**src/rtl/alu_pkg.sv**
```systemverilog
// Shared ALU control encodings, opcode constants and PSR bit positions
// for the execute-stage datapath.
package alu_pkg;

  typedef enum logic [2:0] {
    ALU_AND  = 3'b000,
    ALU_OR   = 3'b001,
    ALU_XOR  = 3'b010,
    ALU_ADD  = 3'b011,
    ALU_SUB  = 3'b100,
    ALU_PASS = 3'b111
  } alucont_e;

  // Opcode 0000 defers the operation choice to opext
  localparam logic [3:0] OP_EXT = 4'b0000;
  localparam logic [3:0] OP_AND = 4'b0001;
  localparam logic [3:0] OP_OR  = 4'b0010;
  localparam logic [3:0] OP_XOR = 4'b0011;
  localparam logic [3:0] OP_ADD = 4'b0101;
  localparam logic [3:0] OP_SUB = 4'b1001;
  localparam logic [3:0] OP_CMP = 4'b1011;

  localparam int PSR_C = 0;
  localparam int PSR_F = 1;
  localparam int PSR_L = 2;
  localparam int PSR_Z = 3;
  localparam int PSR_N = 4;

endpackage

```
**src/rtl/alu.sv**
```systemverilog
// Combinational ALU producing a result and the processor status flags.
module alu
  import alu_pkg::*;
#(
  parameter int WIDTH = 16
) (
  input  logic [WIDTH-1:0] a,
  input  logic [WIDTH-1:0] b,
  input  logic [2:0]       alucont,
  output logic [WIDTH-1:0] result,
  output logic [5:0]       psr
);

  logic [WIDTH:0] sum;
  logic [WIDTH:0] diff;
  alucont_e       op;

  always_comb begin
    op     = alucont_e'(alucont);
    sum    = {1'b0, a} + {1'b0, b};
    diff   = {1'b0, a} - {1'b0, b};
    result = '0;
    psr    = '0;
    unique case (op)
      ALU_AND: result = a & b;
      ALU_OR:  result = a | b;
      ALU_XOR: result = a ^ b;
      ALU_ADD: begin
        result     = sum[WIDTH-1:0];
        psr[PSR_C] = sum[WIDTH];
        psr[PSR_F] = (a[WIDTH-1] == b[WIDTH-1]) && (result[WIDTH-1] != a[WIDTH-1]);
      end
      ALU_SUB: begin
        // The 17th bit of the widened difference is the unsigned borrow
        result     = diff[WIDTH-1:0];
        psr[PSR_C] = diff[WIDTH];
        psr[PSR_L] = (b < a);
        psr[PSR_F] = (a[WIDTH-1] != b[WIDTH-1]) && (result[WIDTH-1] != a[WIDTH-1]);
      end
      default: result = b;
    endcase
    if (op != ALU_PASS) begin
      psr[PSR_Z] = (result == '0);
      psr[PSR_N] = result[WIDTH-1];
    end
  end

endmodule

```
**src/rtl/alucontrol.sv**
```systemverilog
// Maps opcode/opext onto the ALU control encoding.
module alucontrol
  import alu_pkg::*;
(
  input  logic [3:0] opcode,
  input  logic [3:0] opext,
  output logic [2:0] alucont
);

  logic [3:0] sel;

  always_comb begin
    sel = (opcode == OP_EXT) ? opext : opcode;
    unique case (sel)
      OP_AND:         alucont = ALU_AND;
      OP_OR:          alucont = ALU_OR;
      OP_XOR:         alucont = ALU_XOR;
      OP_ADD:         alucont = ALU_ADD;
      OP_SUB, OP_CMP: alucont = ALU_SUB;
      default:        alucont = ALU_PASS;
    endcase
  end

endmodule

```
**src/rtl/regfile.sv**
```systemverilog
// General-purpose register file: two combinational read ports and one
// write port that updates on the rising clock edge.
module regfile #(
  parameter int WIDTH = 16,
  parameter int NREGS = 16,
  localparam int AW = $clog2(NREGS)
) (
  input  logic             clk,
  input  logic             rst_n,
  input  logic             regwrite,
  input  logic [AW-1:0]    wa,
  input  logic [WIDTH-1:0] wd,
  input  logic [AW-1:0]    ra1,
  input  logic [AW-1:0]    ra2,
  output logic [WIDTH-1:0] rd1,
  output logic [WIDTH-1:0] rd2
);

  logic [NREGS-1:0][WIDTH-1:0] regs_q;
  logic [NREGS-1:0][WIDTH-1:0] regs_d;

  always_comb begin
    regs_d = regs_q;
    if (regwrite) begin
      regs_d[wa] = wd;
    end
  end

  always_ff @(posedge clk or negedge rst_n) begin
    if (!rst_n) begin
      regs_q <= '0;
    end else begin
      regs_q <= regs_d;
    end
  end

  // Reads come straight from the flops, so a same-cycle write is not bypassed
  assign rd1 = regs_q[ra1];
  assign rd2 = regs_q[ra2];

endmodule

```
**src/rtl/alu_regfile_datapath.sv**
```systemverilog
// Execute-stage slice: register file feeding a decoded combinational ALU.
module alu_regfile_datapath #(
  parameter int WIDTH = 16,
  parameter int NREGS = 16,
  localparam int AW = $clog2(NREGS)
) (
  input  logic             clk,
  input  logic             rst_n,
  input  logic             regwrite,
  input  logic [AW-1:0]    wa,
  input  logic [WIDTH-1:0] wd,
  input  logic [AW-1:0]    ra1,
  input  logic [AW-1:0]    ra2,
  input  logic [3:0]       opcode,
  input  logic [3:0]       opext,
  output logic [WIDTH-1:0] rd1,
  output logic [WIDTH-1:0] rd2,
  output logic [WIDTH-1:0] result,
  output logic [5:0]       psr
);

  logic [2:0] alucont;

  regfile #(.WIDTH(WIDTH), .NREGS(NREGS)) u_regfile (
    .clk      (clk),
    .rst_n    (rst_n),
    .regwrite (regwrite),
    .wa       (wa),
    .wd       (wd),
    .ra1      (ra1),
    .ra2      (ra2),
    .rd1      (rd1),
    .rd2      (rd2)
  );

  alucontrol u_alucontrol (
    .opcode  (opcode),
    .opext   (opext),
    .alucont (alucont)
  );

  alu #(.WIDTH(WIDTH)) u_alu (
    .a       (rd1),
    .b       (rd2),
    .alucont (alucont),
    .result  (result),
    .psr     (psr)
  );

endmodule

```
**config.mk**
```make
export PLATFORM = sky130hd
export DESIGN_NAME = alu_regfile_datapath
export DESIGN_NICKNAME = d
export VERILOG_FILES = /design/src/rtl/alu_pkg.sv /design/src/rtl/alu.sv /design/src/rtl/alucontrol.sv /design/src/rtl/regfile.sv /design/src/rtl/alu_regfile_datapath.sv
export SDC_FILE = /design/constraint.sdc
export NUM_CORES = 1
export LEC_CHECK = 0
export BUFFER_PORTS_ARGS = -buffer_cell sky130_fd_sc_hd__buf_2
export CORE_MARGIN = 4
export CORE_UTILIZATION = 65
export CTS_BUF_LIST = sky130_fd_sc_hd__clkbuf_8 sky130_fd_sc_hd__clkbuf_16
export CTS_CLUSTER_DIAMETER = 40
export DETAILED_ROUTE_END_ITERATION = 12
export PLACE_DENSITY = 0.91
export SETUP_SLACK_MARGIN = 0.05
export SYNTH_ARGS = -nofsm -noshare
export SYNTH_HDL_FRONTEND = slang
export SYNTH_SLANG_ARGS = --single-unit
```
**constraint.sdc**
```tcl
create_clock -name clk -period 14.1 [get_ports clk]
set_input_delay 2.82 -clock clk [delete_from_list [all_inputs] [get_ports clk]]
set_output_delay 2.82 -clock clk [all_outputs]
set_load 0.05 [all_outputs]
```
==> results of run 1 <==
-- worst max-delay path: stages --
cell,delay (ns)
buf_4,0.56
buf_4,0.64
mux4_2,0.59
mux4_2,0.53
ha_1,0.28
fa_1,0.42
a21o_1,0.19
a221o_1,0.33
a21oi_1,0.25
o22ai_1,0.15
o41a_1,0.35
a31o_2,0.28
mux2i_1,0.13
o211a_1,0.17
nor4_2,0.25
buf_2,0.30
-- power breakdown --
group | switching [uW] | internal [uW] | total [uW]
Combinational | 742 | 542 | 1280
Clock | 316 | 471 | 787
Sequential | 158 | 907 | 1070
Total | 1220 | 1920 | 3140
-- layout make-up --
| cell class | count | area, sq um |
|---|---|---|
| multi-input cells | 802 | 9230 |
| fillers | 1408 | 6570 |
| flip-flops and latches | 256 | 6410 |
| clock buffers | 34 | 817 |
| repair buffers | 115 | 651 |
| well taps | 324 | 405 |
| clock inverters | 20 | 194 |
| inverters | 50 | 188 |
-- final timing paths --
path	start	end	cells past startpoint
worst max register to register	u_regfile.regs_q[78]	u_regfile.regs_q[78]	1
max in group asynchronous	rst_n	u_regfile.regs_q[168]	2
min in group asynchronous	rst_n	u_regfile.regs_q[147]	1
worst max-delay path	ra1[0]	psr[3]	16
worst min-delay path	u_regfile.regs_q[147]	u_regfile.regs_q[147]	1
worst min register to register	u_regfile.regs_q[147]	u_regfile.regs_q[147]	1
-- layer usage --
metal	vias up	track usage, %
met5	-	0
met4	4	21.6
met3	314	10.5
met2	986	56.6
met1	6090	42.2
li1	4776	-
-- stage by stage --
stage / util, % / hold slack [ns]
floorplan: - / 0.488
global placement: 69.0 / 0.499
detailed placement: 69.0 / 0.515
CTS: 73.2 / 0.530
global route: 73.2 / 0.546
finish: 73.2 / 0.531
-- Yosys cell counts, types with 8 or more instances --
master	number
mux4_2	152
inv_1	49
nor3_1	12
buf_1	14
nand2b_1	8
ha_1	50
buf_2	9
nor2_1	44
a211oi_1	9
a221oi_1	10
nand2_1	37
nand3_1	9
mux2_2	256
o21ai_0	19
clkbuf_1	73
a21oi_1	34
dfrtp_1	256
-- logic make-up after synthesis --
kind of cell / after synthesis / share of synthesized area, %
flip-flops: 256 / 39.5
AO/OA/AOI/OAI: 166 / 7.36
multiplexers: 414 / 39.7
XOR/XNOR: 5 / 0.270
buffers and inverters: 150 / 3.76
other: 1 / 0.0231
AND/OR/NAND/NOR: 164 / 5.26
adder cells (fa/ha/maj): 52 / 4.10
==> flow_summary.json, run 1 <==
{
  "outcome": "completed",
  "post_cts_buffers": 0,
  "grt_use_total_pct": 35.2,
  "io_buffers": 91,
  "wl_per_cell_um": 30.3,
  "drt_iter0_drc": 1419,
  "cts_buffers": 30,
  "antenna_found_initial": 2,
  "fin_skew_ns": 0,
  "grt_setup_unrepaired": "false",
  "wl_met1_um": 16100,
  "top_regs": "u_regfile.regs_q x256",
  "dr.pass1.iters": 6,
  "synth_edf_count": 0,
  "arrival_ns": 8.33,
  "cts_root_buf": "clkbuf_16",
  "maxCapViolCount": 0,
  "clk_latency_ns": 0.54,
  "crit_type": "in -> out",
  "grt-ovfl-total": 0,
  "finalCritPeriodShare_pct": 79.1,
  "clk_path_buf_depth": 3,
  "placed_cell_area_sq_mm": 0.0169,
  "gp_congestion": 0.946,
  "finalInstanceArea_sq_mm": 0.0179,
  "highest_layer": "met5",
  "cp-start-kind": "primary input",
  "yosysUniqueCellTypes": 78,
  "largest_register": "u_regfile.regs_q",
  "cts.repair.resized": 0,
  "max_freq_mhz": 89.7,
  "ir_worst_vdd_mv": 0.160,
  "most-common-layout-cells": "mux2_2 (256), dfrtp_1 (256), mux4_2 (152)",
  "drive_gt1_share_pct": 46.7,
  "area_growth_pct": 10.3,
  "fin_crit_ns": 11.15,
  "ys.flop_type": "dfrtp_1",
  "tritoncts": "built",
  "hpwl_um": 29900,
  "ios": 93,
  "worstMarginPinSlew_ns": 1.27,
  "clk_pin_slew_ns": 0.06,
  "cts.hold.buffers_added": 0,
  "crit_path_end_kind": "output pin",
  "ys_seq_elements": 256,
  "holdCritPathClass": "reg -> reg",
  "syn_nets": 1299,
  "largest_reg_flops": 256,
  "crit_required_ns": 11.28,
  "setup_viol": 0,
  "die_width_um": 166,
  "wl_met3_um": 5550,
  "synthCells": 1208,
  "h-tree-depth": 1,
  "power_density_mw_per_mm2": 175,
  "num_rows": 57,
  "synth_warnings": 0,
  "layout.nets": 1346,
  "yosysTopAreaCellShare_pct": 39.5,
  "setup_ws_ns": 2.95,
  "relSlewSlack_pct": 15.4,
  "synth_area_leaders": "dfrtp_1 (39%), mux4_2 (21%), mux2_2 (18%), ha_1 (3.9%), clkbuf_1 (1.7%)",
  "yosys.area.top_type": "dfrtp_1",
  "critPathMaxFanout": 34,
  "fp.coreArea_sq_mm": 0.0245,
  "grt_pass1_wl_um": 76000,
  "tns_ns": 0,
  "dieArea_sq_mm": 0.0276,
  "fp.dieH_um": 166,
  "antenna_left": 0,
  "cts.sinks": 256,
  "syn_area_sq_mm": 0.0162,
  "drt-total-wl_um": 48400,
  "grt_max_degree": 126,
  "power.leakage_uw": 0.00761,
  "yosysSeqAreaShare_pct": 39.5,
  "ff2ff_setup_slack_ns": 13.24,
  "stdcell_count": 1601,
  "start_util_pct": 66.3,
  "drc": 0,
  "route.met2.wl_um": 23200,
  "drv_slew": 0,
  "dp_cells": 1547,
  "grt_pass1_vias": 12900,
  "viasPerCell": 7.60,
  "final_hold_viol_count": 0,
  "syn_avg_cell_area_sq_um": 13.4,
  "power.total_uw": 3140,
  "vias": 12200,
  "diodes": 0,
  "pre_cts_ws_ns": 2.99,
  "async_flop_share_pct": 100
}
No activity file was read; power rests on OpenSTA's default activity.
==> run 2: changes to the inputs <==
--- a/config.mk
+++ b/config.mk
@@ -7,11 +7,11 @@
 export LEC_CHECK = 0
 export BUFFER_PORTS_ARGS = -buffer_cell sky130_fd_sc_hd__buf_2
 export CORE_MARGIN = 4
-export CORE_UTILIZATION = 65
+export CORE_UTILIZATION = 56
 export CTS_BUF_LIST = sky130_fd_sc_hd__clkbuf_8 sky130_fd_sc_hd__clkbuf_16
 export CTS_CLUSTER_DIAMETER = 40
 export DETAILED_ROUTE_END_ITERATION = 12
-export PLACE_DENSITY = 0.91
+export PLACE_DENSITY = 0.84
 export SETUP_SLACK_MARGIN = 0.05
 export SYNTH_ARGS = -nofsm -noshare
 export SYNTH_HDL_FRONTEND = slang
==> constraint.sdc (replaced) <==
create_clock -name clk -period 9.6 [get_ports clk]
set_input_delay 1.92 -clock clk [delete_from_list [all_inputs] [get_ports clk]]
set_output_delay 1.92 -clock clk [all_outputs]
set_load 0.05 [all_outputs]
==> run 2 against run 1 <==
Combinational power up 46%; first-iteration DRC count up 14%; critical path depth fell by 1; worst setup slack worse by 2.1 ns; via count is 3.5% lower; core utilization shrank 10 points; non-clock buffer count up 6.
==> flow_summary.json, run 2 (synthesis results as in run 1) <==
{
  "gp_congestion": 0.969,
  "ff2ff_setup_slack_ns": 8.75,
  "met1_usage_pct": 36.9,
  "finalCritPeriodShare_pct": 91.0,
  "critPathMaxFanout": 34,
  "cts_root_buf": "clkbuf_16",
  "layout.nets": 1352,
  "grt-ovfl-total": 0,
  "grtUsageMet2_pct": 48.7,
  "cts.sinks": 256,
  "max_freq_mhz": 114,
  "grt_util_met3_pct": 6.63,
  "ir_worst_vdd_mv": 0.113,
  "hold_ws_ns": 0.523,
  "power_density_mw_per_mm2": 252,
  "largest_register": "u_regfile.regs_q",
  "wl_per_cell_um": 27.5,
  "dieArea_sq_mm": 0.0318,
  "drt_iter0_drc": 1613,
  "cts_buffers": 30,
  "grt_busiest_layer": "met2",
  "r2r_cells": 1,
  "top_regs": "u_regfile.regs_q x256",
  "io_buffers": 91,
  "grt_setup_unrepaired": "false",
  "most-common-layout-cells": "mux2_2 (256), dfrtp_1 (256), mux4_2 (152)",
  "worstMarginPinSlew_ns": 1.26,
  "slowest_delay_ns": 0.58,
  "setup_viol": 0,
  "power.total_uw": 4540,
  "pre_cts_ws_ns": 0.881,
  "antenna_left": 0,
  "cts.hold.buffers_added": 0,
  "hold_depth": 1,
  "r2r_start": "u_regfile.regs_q[228]",
  "start_util_pct": 56.7,
  "min-delay-start": "u_regfile.regs_q[106]",
  "cts.repair.resized": 0,
  "crit_buf_inv": 5,
  "crit_path_end_kind": "output pin",
  "clk_path_buf_depth": 3,
  "grt_max_degree": 123,
  "clk_pin_slew_ns": 0.06,
  "grt_pass1_wl_um": 71100,
  "drt-total-wl_um": 45800,
  "h-tree-depth": 1,
  "post_cts_buffers": 0,
  "largest_reg_flops": 256,
  "crit_type": "in -> out",
  "cp_cell_sequence": "buf_4 -> buf_12 -> mux4_2 -> mux4_2 -> inv_1 -> ha_1 -> inv_1 -> a21oi_1 -> o31ai_1 -> a221oi_1 -> o2111ai_1 -> o32a_1 -> or3_1 -> nor4_4 -> buf_2",
  "drive_gt1_share_pct": 47.0,
  "die_width_um": 178,
  "fp.dieH_um": 178,
  "crit_path_top_delay_cell": "mux4_2",
  "holdCritPathClass": "reg -> reg",
  "hold_path_end": "u_regfile.regs_q[106]",
  "fillers": 1992,
  "power.leakage_uw": 0.00765,
  "ios": 93,
  "viasPerCell": 7.04,
  "drc": 0,
  "relSlewSlack_pct": 16.0,
  "vias": 11700,
  "tritoncts": "built",
  "final_hold_viol_count": 0,
  "drv_slew": 0,
  "arrival_ns": 6.82,
  "grt_pass1_vias": 12300,
  "maxCapViolCount": 0,
  "num_rows": 62,
  "dr.pass1.iters": 6,
  "hpwl_um": 29500,
  "grt_use_total_pct": 29.2,
  "setup_ws_ns": 0.865,
  "antenna_found_initial": 2,
  "fp.coreArea_sq_mm": 0.0286,
  "path_delay_family": "compound AO/OA/AOI/OAI gates",
  "cp-start-kind": "primary input",
  "outcome": "completed",
  "fin_skew_ns": 0,
  "crit_required_ns": 7.68,
  "area_growth_pct": 11.1,
  "fin_crit_ns": 8.74,
  "r2r_end": "u_regfile.regs_q[228]",
  "tns_ns": 0,
  "clk_latency_ns": 0.55
}
[run 2: report_power, final]
| part | total [uW] | switching, uW | internal (uW) |
|---|---|---|---|
| sequential | 1540 | 205 | 1330 |
| combinational | 1870 | 1070 | 802 |
| clock | 1120 | 458 | 665 |
| total | 4540 | 1740 | 2800 |
[run 2: metal layers]
metal | routed length [um] | vias to the layer above | part of all wire, %
met5 | 7 | - | 0.015
met4 | 2160 | 2 | 4.7
met3 | 4430 | 174 | 9.7
li1 | - | 4800 | -
met2 | 22400 | 734 | 49
met1 | 16900 | 6032 | 37
[run 2: stage by stage]
step	cell area (sq um)	util, %	std cells
6_report	18000	63.0	1668
5_1_grt	18000	63.0	1667
4_1_cts	18000	62.9	1666
3_5_place_dp	17000	59.5	1613
3_3_place_gp	17000	59.5	1613
2_1_floorplan	16200	-	1208
[run 2: worst max path at each step]
stage | startpoint | endpoint | slack [ns] | depth (start not counted)
detailed placement | ra1[0] | psr[3] | 0.88 | 15
CTS | ra1[0] | psr[3] | 0.87 | 15
finish | ra1[0] | psr[3] | 0.86 | 15
global placement | ra1[0] | psr[3] | 0.87 | 15
global route | ra2[0] | psr[3] | 0.47 | 19
floorplan | ra2[0] | psr[3] | 0.16 | 18
[run 2: layout make-up]
cell class                 count  area [sq um]  share of cell area, %
clock inverter                19           168                  0.930
antenna                        2          5.00                 0.0278
timing repair buffer         121           708                   3.93
clock buffer                  34           817                   4.53
tap                          384           480                   2.67
multi-input combinational    802          9250                   51.3
sequential                   256          6410                   35.5
inverter                      50           188                   1.04
